File: src/rtl/bisr_pkg.sv
// Shared definitions for the data buffer loader and the data buffer it feeds.
//   - state_e    : loader FSM states
//   - DefRows/DefCols/DefWordSize : default tile geometry and word width
package bisr_pkg;

  localparam int unsigned DefRows     = 3;
  localparam int unsigned DefCols     = 3;
  localparam int unsigned DefWordSize = 16;

  typedef enum logic [1:0] {
    StIdle = 2'd0,
    StLoad = 2'd1,
    StDone = 2'd2
  } state_e;

endpackage

File: src/rtl/raster_counter.sv
// Raster-order row/column address counter for one ROWS x COLS tile.
// Ports:
//   clk, rst_n : clock, asynchronous active-low reset
//   clr_i      : synchronous clear to (0,0); wins over adv_i
//   adv_i      : advance one position (col first, then row)
//   row_o/col_o: current address
//   last_o     : current address is (ROWS-1, COLS-1)
module raster_counter
  import bisr_pkg::*;
#(
  parameter int unsigned ROWS = DefRows,
  parameter int unsigned COLS = DefCols
) (
  input  logic            clk,
  input  logic            rst_n,
  input  logic            clr_i,
  input  logic            adv_i,
  output logic [ROWS-1:0] row_o,
  output logic [COLS-1:0] col_o,
  output logic            last_o
);

  localparam int unsigned RowMaxI = ROWS - 1;
  localparam int unsigned ColMaxI = COLS - 1;
  localparam int unsigned OneI    = 1;
  localparam logic [ROWS-1:0] RowMax = RowMaxI[ROWS-1:0];
  localparam logic [COLS-1:0] ColMax = ColMaxI[COLS-1:0];
  localparam logic [ROWS-1:0] RowOne = OneI[ROWS-1:0];
  localparam logic [COLS-1:0] ColOne = OneI[COLS-1:0];

  logic [ROWS-1:0] row_q, row_d;
  logic [COLS-1:0] col_q, col_d;
  logic            col_wrap;

  assign col_wrap = (col_q == ColMax);
  assign last_o   = (row_q == RowMax) && col_wrap;
  assign row_o    = row_q;
  assign col_o    = col_q;

  always_comb begin
    row_d = row_q;
    col_d = col_q;
    if (clr_i) begin
      row_d = '0;
      col_d = '0;
    end else if (adv_i && !last_o) begin
      // Saturate at the last address; the FSM leaves LOAD on that beat.
      if (col_wrap) begin
        col_d = '0;
        row_d = row_q + RowOne;
      end else begin
        col_d = col_q + ColOne;
      end
    end
  end

  always_ff @(posedge clk or negedge rst_n) begin
    if (!rst_n) begin
      row_q <= '0;
      col_q <= '0;
    end else begin
      row_q <= row_d;
      col_q <= col_d;
    end
  end

endmodule

File: src/rtl/data_buffer_loader.sv
// Streams one ROWS x COLS tile of words from a valid/ready source into the
// data buffer write port, in raster order, one write per accepted beat.
// Ports:
//   clk, rst_n        : clock, asynchronous active-low reset
//   start             : pulse, begins a tile load (only honoured in IDLE)
//   abort             : cancels a load in progress
//   in_valid, in_data : upstream word; in_ready is the combinational accept
//   we, row, col, data: registered data buffer write port
//   busy              : loading; done: one-cycle pulse with the final write
//   err               : sticky, a word was offered while not loading
module data_buffer_loader
  import bisr_pkg::*;
#(
  parameter int unsigned ROWS      = DefRows,
  parameter int unsigned COLS      = DefCols,
  parameter int unsigned WORD_SIZE = DefWordSize
) (
  input  logic                 clk,
  input  logic                 rst_n,
  input  logic                 start,
  input  logic                 abort,
  input  logic                 in_valid,
  input  logic [WORD_SIZE-1:0] in_data,
  output logic                 in_ready,
  output logic                 we,
  output logic [ROWS-1:0]      row,
  output logic [COLS-1:0]      col,
  output logic [WORD_SIZE-1:0] data,
  output logic                 busy,
  output logic                 done,
  output logic                 err
);

  state_e state_q, state_d;

  logic                 accept;
  logic                 cnt_clr;
  logic                 cnt_last;
  logic [ROWS-1:0]      cnt_row;
  logic [COLS-1:0]      cnt_col;

  logic                 we_q;
  logic [ROWS-1:0]      row_q;
  logic [COLS-1:0]      col_q;
  logic [WORD_SIZE-1:0] data_q;
  logic                 err_q, err_d;

  // Abort masks ready so a beat offered alongside it is never taken.
  assign in_ready = (state_q == StLoad) && !abort;
  assign accept   = in_valid && in_ready;

  raster_counter #(
    .ROWS (ROWS),
    .COLS (COLS)
  ) u_raster_counter (
    .clk    (clk),
    .rst_n  (rst_n),
    .clr_i  (cnt_clr),
    .adv_i  (accept),
    .row_o  (cnt_row),
    .col_o  (cnt_col),
    .last_o (cnt_last)
  );

  always_comb begin
    state_d = state_q;
    cnt_clr = 1'b0;
    unique case (state_q)
      StIdle: begin
        if (start) begin
          state_d = StLoad;
          cnt_clr = 1'b1;
        end
      end
      StLoad: begin
        if (abort) begin
          state_d = StIdle;
          cnt_clr = 1'b1;
        end else if (accept && cnt_last) begin
          state_d = StDone;
        end
      end
      StDone:  state_d = StIdle;
      default: state_d = StIdle;
    endcase
  end

  // A start that is honoured clears err and masks a same-cycle set.
  always_comb begin
    err_d = err_q;
    if (start && (state_q == StIdle)) begin
      err_d = 1'b0;
    end else if (in_valid && (state_q != StLoad)) begin
      err_d = 1'b1;
    end
  end

  always_ff @(posedge clk or negedge rst_n) begin
    if (!rst_n) begin
      state_q <= StIdle;
      we_q    <= 1'b0;
      row_q   <= '0;
      col_q   <= '0;
      data_q  <= '0;
      err_q   <= 1'b0;
    end else begin
      state_q <= state_d;
      we_q    <= accept;
      err_q   <= err_d;
      if (accept) begin
        row_q  <= cnt_row;
        col_q  <= cnt_col;
        data_q <= in_data;
      end
    end
  end

  assign we   = we_q;
  assign row  = row_q;
  assign col  = col_q;
  assign data = data_q;
  assign busy = (state_q == StLoad);
  // DONE is entered on the final accepted beat, so it lines up with its write.
  assign done = (state_q == StDone);
  assign err  = err_q;

endmodule

File: config.mk
export PLATFORM = sky130hd
export DESIGN_NAME = data_buffer_loader
export DESIGN_NICKNAME = d
export VERILOG_FILES = /design/src/rtl/bisr_pkg.sv /design/src/rtl/raster_counter.sv /design/src/rtl/data_buffer_loader.sv
export SDC_FILE = /design/constraint.sdc
export NUM_CORES = 1
export LEC_CHECK = 0
export ABC_AREA = 1
export CORE_MARGIN = 2
export CORE_UTILIZATION = 40
export DETAILED_ROUTE_END_ITERATION = 8
export PLACE_DENSITY = 0.75
export RECOVER_POWER = 25
export SLEW_MARGIN = 30
export SYNTH_ARGS = -nofsm -noshare
export SYNTH_HDL_FRONTEND = slang
export SYNTH_SLANG_ARGS = --single-unit
File: constraint.sdc
create_clock -name clk -period 1.1 [get_ports clk]
set_input_delay 0.11 -clock clk [delete_from_list [all_inputs] [get_ports clk]]
set_output_delay 0.11 -clock clk [all_outputs]
set_load 0.01 [all_outputs]
==> results of run 1 <==
==> kinds of logic (layout without fill, tap and decap cells) <==
kind of cell	count (synthesis)	count (layout)	share of synthesized area, %
AOI/OAI and AO/OA	10	10	4.18
xor gates and xnor gates	1	1	0.636
adders and majority gates	2	2	1.82
buffers and inverters	16	105	5.36
DFF	32	32	58.1
and+or+nand+nor	98	98	29.9
==> final cells by class <==
cell class	instances	area (um^2)	share of cell area, %
clock inverter	1	5.00	0.204
inverter	12	47.5	1.94
sequential	32	801	32.7
multi-input combinational	111	724	29.6
timing repair buffer	86	772	31.5
tap	46	57.6	2.35
clock buffer	6	41.3	1.69
==> worst max-delay path, cell delays in order (launching register included) <==
cell,delay [ns]
dfrtp_1,0.41
inv_2,0.10
ha_4,0.14
inv_2,0.03
nor2_1,0.08
nand3_1,0.08
nand2_2,0.10
nand2_2,0.07
buf_4,0.14
o21ai_2,0.10
==> power by group <==
part	total [uW]	switching (uW)	internal, uW
clock	622	386	235
combinational	1170	555	620
sequential	1490	129	1360
total	3290	1070	2220
==> path summary, 6_finish.rpt <==
kind | end | slack [ns] | depth (start not counted) | from
min in group asynchronous | data[2] | 0.38 | 2 | rst_n
max in group asynchronous | err | 0.24 | 2 | rst_n
hold / removal | data[9] | 0.31 | 3 | in_data[9]
hold reg to reg | data[2] | 0.48 | 2 | data[2]
setup reg to reg | u_raster_counter.col_o[1] | -0.22 | 9 | u_raster_counter.row_o[0]
setup / recovery | u_raster_counter.col_o[1] | -0.22 | 9 | u_raster_counter.row_o[0]
==> per-layer routing <==
| metal | track usage [%] | share of wire, % | vias up | routed length, um |
|---|---|---|---|---|
| li1 | - | - | 675 | - |
| met1 | 25.7 | 40 | 682 | 1630 |
| met2 | 32.1 | 52 | 52 | 2130 |
| met3 | 4.32 | 5.4 | 9 | 220 |
| met4 | 8.33 | 2.1 | 0 | 84 |
| met5 | 0 | 0 | - | 0 |
==> synth_stat cells (2+ instances only) <==
cell type	n	share of area, %
dfrtp_1	32	58
a21oi_1	3	1.1
o21ai_2	2	1.3
nor2_4	2	1.6
nor2_1	7	1.9
nand4_1	3	1.4
o21ai_1	2	0.73
o21ai_0	3	1.1
buf_2	2	0.73
ha_1	2	1.8
nand2_1	77	21
inv_1	11	3.0
nand3_1	6	2.2
==> flip-flops by register name, summed over array words and instances, names as in the netlist <==
name / flops
col: 3
data: 16
err: 1
row: 3
state_q: 2
u_raster_counter.col_o: 3
u_raster_counter.row_o: 3
we: 1
==> what timing repair did <==
item	in CTS	in global routing
cloned	2	0
buffers inserted	10	10
setup endpoints to repair	58	51
pin swaps	7	7
resized for setup	106	41
==> through the flow <==
stage                     hold WS, ns  cell area (um^2)  instances
after floorplan                -0.186              1410        159
after global placement          0.453              2040        265
after detailed placement        0.458              2040        265
after CTS                       0.139              2340        284
after global routing            0.310              2450        294
final                           0.309              2450        294
==> metrics.md, run 1 <==
| Metric | Value |
|---|---|
| Layout cell share with drive strength beyond 1 | `47.2%` |
| Leading register cell type out of synthesis | `dfrtp_1` |
| Total GRT Usage | `19.8%` |
| Initial DRC count | `60` |
| Clock Latency Late Sink | `0.33 ns` |
| Max Cap Viol | `0` |
| Top Ports | `48` |
| Critical Path RT | `1.36 ns` |
| Power Total | `3290 uW` |
| Synth-to-Final Area Change | `77.7%` |
| Slew Limit Fails | `0` |
| Clock tree from TritonCTS | `built` |
| Cts-stage hold buffer count | `0` |
| Most frequent cells in the layout | `nand2_1, dfrtp_1, buf_4` |
| # rows | `21` |
| Drt wl/cell | `13.8 um` |
| Post-synth ARST share | `100%` |
| Filler Cell Count | `223` |
| Arr. time, crit path | `1.58 ns` |
| Core Box Area | `3310 um^2` |
| Synth Net Count | `182` |
| Cell Area, Synth | `1380 um^2` |
| Pwr Density | `1340 nW/um^2` |
| #FFs+latches synth | `32` |
| Syn. warnings | `0` |
| Leak | `0.00124 uW` |
| Post-Syn Instances | `159` |
| Commonest non-fill, non-tap cell in the layout | `nand2_1` |
| Final Hold Fails | `0` |
| Synth unique cells | `20` |
| Grt total ovfl | `0` |
| Final setup fails | `33` |
| DRT Pass-1 Iters | `4` |
| CTS Buffer Depth | `2` |
| TritonCTS Buffers | `5` |
| Outcome | `finished with violations` |
| HPWL after DPL | `2230 um` |
| Final core utilization | `74.0%` |
| Crit. End Element | `flop` |
| DR vias | `1418` |
| Die Y | `62.7 um` |
| DRT Wirelength | `4070 um` |
| EDFF count, synth | `0` |
| Part of the cycle the worst path needs | `120%` |
| Maximum clock frequency | `759 MHz` |
| Max H-tree Level | `2` |
| Root buffer cell | `clkbuf_4` |
| First-pass GRT wire length | `6020 um` |
| HP Class | `in2reg` |
| Total Neg Setup Slack | `-4.95 ns` |
| Max Clock Skew | `0.00344 ns` |
| Pin count of the biggest net entering global routing | `33` |
| Clock sinks | `32` |
| Slack of the critical path | `-0.218 ns` |
| Die area | `3930 um^2` |
| Startpoint class of the critical path | `flop` |
| Critical path class | `reg2reg` |
| Initial antenna violation count | `0` |
| I/O Buffers | `47` |
| Critical-path maximum fanout | `3` |
| Worst slack at placement | `-0.305 ns` |
| Vias in the first global route | `1299` |
| Layout net count | `271` |
| Tmin final | `1.32 ns` |
| Reg clk slew, reported paths | `0.10 ns` |
| Avg Inst Size Synth | `8.66 um^2` |
| Worst slew margin | `49.2%` |
| Die Wd | `62.7 um` |
| Initial core utilization | `41.6%` |
| RSZ-0062 raised after global routing | `yes` |
| Failing checks | `negative setup slack` |
| VDD IR max | `0.925 mV` |
| Seq/Total Area, Yosys | `58.1%` |
| N_diodes | `0` |
| DRC | `0` |
| DR vias/cell | `4.82` |
| ANT nets after route | `0` |
| Worst Max-Slew Pin Slew | `0.762 ns` |
| Placer Congestion | `0.724` |
Note: power is estimated with default switching activity, not from simulation.
==> run 2, diff against run 1 <==
CELL_PAD_IN_SITES_DETAIL_PLACEMENT = 0   (was unset)
CELL_PAD_IN_SITES_GLOBAL_PLACEMENT = 2   (was unset)
CORE_UTILIZATION = 22   (was 40)
PLACE_DENSITY = unset   (was 0.75)
PLACE_DENSITY_LB_ADDON = 0.1   (was unset)
==> run 2 against run 1 <==
Effect of this change:
- the run still ends with negative setup slack left
- clock power is 35% higher
- die area rose by 76%
- largest cell class is now non-clock buffers
- flip-flop and latch count is the same
- power up 5.8%
- via count decreased by 6.4%
- utilization fell by 31 points
- sequential share of layout area down 1.2 points
- register-to-register slack better by 0.04 ns
- combinational power fell by 3%
- sequential power about the same
- critical path type unchanged
- maximum frequency is 2.9% higher
==> metrics.md, run 2 (synthesis gave the netlist of run 1 again) <==
| Metric | Value |
|---|---|
| TritonCTS Buffers | `5 (unchanged)` |
| Max Clock Skew | `0.00475 ns (+0.00131 ns)` |
| Final Hold Slack | `0.376 ns (+0.0676 ns)` |
| Max H-tree Level | `2 (unchanged)` |
| Post-Place Cells | `301 (+14%)` |
| Slew Limit Fails | `0 (unchanged)` |
| Initial DRC count | `52 (-13%)` |
| Total GRT Usage | `12.1% (-7.7 points)` |
| Die area | `6910 um^2 (+76%)` |
| DRC | `0 (unchanged)` |
| Worst Hold Endpoint | `data[15]` |
| Leak | `0.00126 uW (+1.6%)` |
| DRT Pass-1 Iters | `4 (unchanged)` |
| Reg2Reg Launch Point | `state_q[1]` |
| DR vias/cell | `4.11 (-15%)` |
| N_diodes | `0 (unchanged)` |
| Commonest non-fill, non-tap cell in the layout | `nand2_1` |
| Most frequent cells in the layout | `nand2_1, dfrtp_1, buf_4` |
| ANT nets after route | `0 (unchanged)` |
| I/O Buffers | `47 (unchanged)` |
| Final setup fails | `32 (-3.0%)` |
| Layout cell share with drive strength beyond 1 | `40.3% (-6.9 points)` |
| CTS Buffer Depth | `2 (unchanged)` |
| Top Ports | `48 (unchanged)` |
| Most common cell on crit path | `nor2_4` |
| Hold path cells | `3 (unchanged)` |
| Max incr delay on CP | `0.39 ns (-0.02 ns)` |
| Initial core utilization | `23.0% (-19 points)` |
| Max reg flops | `16 (unchanged)` |
| Vias in the first global route | `1393 (+7.2%)` |
| Arr. time, crit path | `1.50 ns (-0.08 ns)` |
| Drt wl/cell | `12.7 um (-8.4%)` |
| RSZ-0062 raised after global routing | `yes` |
| Reg clk slew, reported paths | `0.07 ns (-0.03 ns)` |
| Tmin final | `1.28 ns (-0.0370 ns)` |
| Critical-path maximum fanout | `6 (+3)` |
| Maximum clock frequency | `781 MHz (+2.9%)` |
| Pwr Density | `1370 nW/um^2 (+1.7%)` |
| Root buffer cell | `clkbuf_8` |
| Critical Path RT | `1.31 ns (-0.05 ns)` |
| Die Wd | `83.1 um (+33%)` |
| RR Endpoint | `u_raster_counter.col_o[2]` |
| Worst slew margin | `44.9% (-4.3 points)` |
| Part of the cycle the worst path needs | `116% (-3.4 points)` |
| VDD IR max | `0.592 mV (-36%)` |
| Startpoint class of the critical path | `flop` |
| Final Hold Fails | `0 (unchanged)` |
| Die Y | `83.1 um (+33%)` |
| Hold_sp | `in_data[15]` |
| R2R cell count | `8 (-1)` |
| Initial antenna violation count | `0 (unchanged)` |
| Filler Cell Count | `616 (+180%)` |
| Cell Chain, Critical Path | `inv_2 -> nand2_4 -> nor2_4 -> buf_6 -> nand2_8 -> nor2_4 -> nand4_1 -> nand2_1` |
| HPWL after DPL | `2710 um (+21%)` |
| Failing checks | `negative setup slack` |
| Core Box Area | `5990 um^2 (+81%)` |
| Slack of the critical path | `-0.181 ns (+0.0370 ns)` |
| Synth-to-Final Area Change | `84.9%` |
| Clock tree from TritonCTS | `built` |
| DRT Wirelength | `4090 um (+0.61%)` |
| Clock Latency Late Sink | `0.28 ns (-0.05 ns)` |
| # rows | `28 (+33%)` |
| Crit. End Element | `flop` |
| Critical path class | `reg2reg` |
| Non-filler instance count after layout | `323 (+9.9%)` |
| Worst slack at placement | `-0.342 ns (-0.0374 ns)` |
| Layout net count | `271 (unchanged)` |
| DR vias | `1327 (-6.4%)` |
| R2R Setup Slk | `-0.18 ns (+0.04 ns)` |
| Clock sinks | `32 (unchanged)` |
| Pin count of the biggest net entering global routing | `33 (unchanged)` |
| Grt total ovfl | `0 (unchanged)` |
| Worst Max-Slew Pin Slew | `0.827 ns (+0.0647 ns)` |
| Placer Congestion | `0.785 (+8.4%)` |
| Max Cap Viol | `0 (unchanged)` |
| HP Class | `in2reg` |
| Slowest stage cell on the critical path | `dfrtp_1` |
| Outcome | `finished with violations` |
| First-pass GRT wire length | `6690 um (+11%)` |
run 2: cell types whose count changed in the layout (fill, tap and decap cells not counted), sizes merged:
cell           previous run  this run
dlygate4sd3               1         0
clkbuf                   18         8
clkdlybuf4s50            19        20
nand2                    79        80
buf                      42        39
dlygate4sd2               0         6
clkdlybuf4s15            12        18
run 2: cell type report:
cell class                 instances  area [um^2]  share of cell area (%)
inverter                          12         45.0                    1.77
timing repair buffer              85          823                    32.3
clock inverter                     1         5.00                   0.196
clock buffer                       6         72.6                    2.85
multi-input combinational        112          706                    27.7
tap                               75         93.8                    3.68
sequential                        32          802                    31.5
run 2: per-layer routing:
layer	global-route usage [%]	routed length (um)	vias to the layer above	part of all wire, %
met3	4.67	163	2	4.0
met4	3.87	22	0	0.54
met2	20.3	2100	29	51
met1	14.1	1800	632	44
li1	-	-	664	-
met5	0	0	-	0
run 2: timing repair:
action | in CTS | in global routing
endpoints found under the hold margin | 0 | 0
hold buffers | 0 | 0
endpoints found under the setup margin | 57 | 41
cloned | 1 | 1
pin swaps | 6 | 10
resized for setup | 63 | 58
buffers inserted | 4 | 9
run 2: critical path: cells and delay by family, from the launching register on:
| family | cells | cell delay (ns) |
|---|---|---|
| and+or+nand+nor | 6 | 0.60 |
| DFF | 1 | 0.39 |
| buffers and inverters | 2 | 0.22 |
run 2: power by group:
part	leakage (uW)	internal, uW	switching, uW	total (uW)
Combinational	0.000800	629	506	1130
Clock	0.0000410	430	409	839
Sequential	0.000416	1370	139	1500
run 2: stage by stage:
step                      power (uW)  util, %  instance area [um^2]  TNS, ns
after floorplan                 1830        -                  1410   -0.779
after global placement          2450     35.6                  2130    -8.34
after detailed placement        2460     35.6                  2130    -9.07
after CTS                       3300     38.8                  2320    -3.88
after global routing            3730     42.5                  2550    -6.20
final                           3480     42.5                  2550    -4.19
run 2: worst max path at each step:
stage               cells after the start                   endpoint                 startpoint  slack [ns]
CTS                                     8  u_raster_counter.col_o[2]                 state_q[1]       -0.19
detailed placement                      9  u_raster_counter.row_o[1]                      abort       -0.34
floorplan                              10  u_raster_counter.row_o[1]  u_raster_counter.row_o[0]       -0.05
global route                            8  u_raster_counter.col_o[2]                 state_q[1]       -0.26
global placement                        8  u_raster_counter.col_o[1]                      abort       -0.31
finish                                  8  u_raster_counter.col_o[2]                 state_q[1]       -0.18
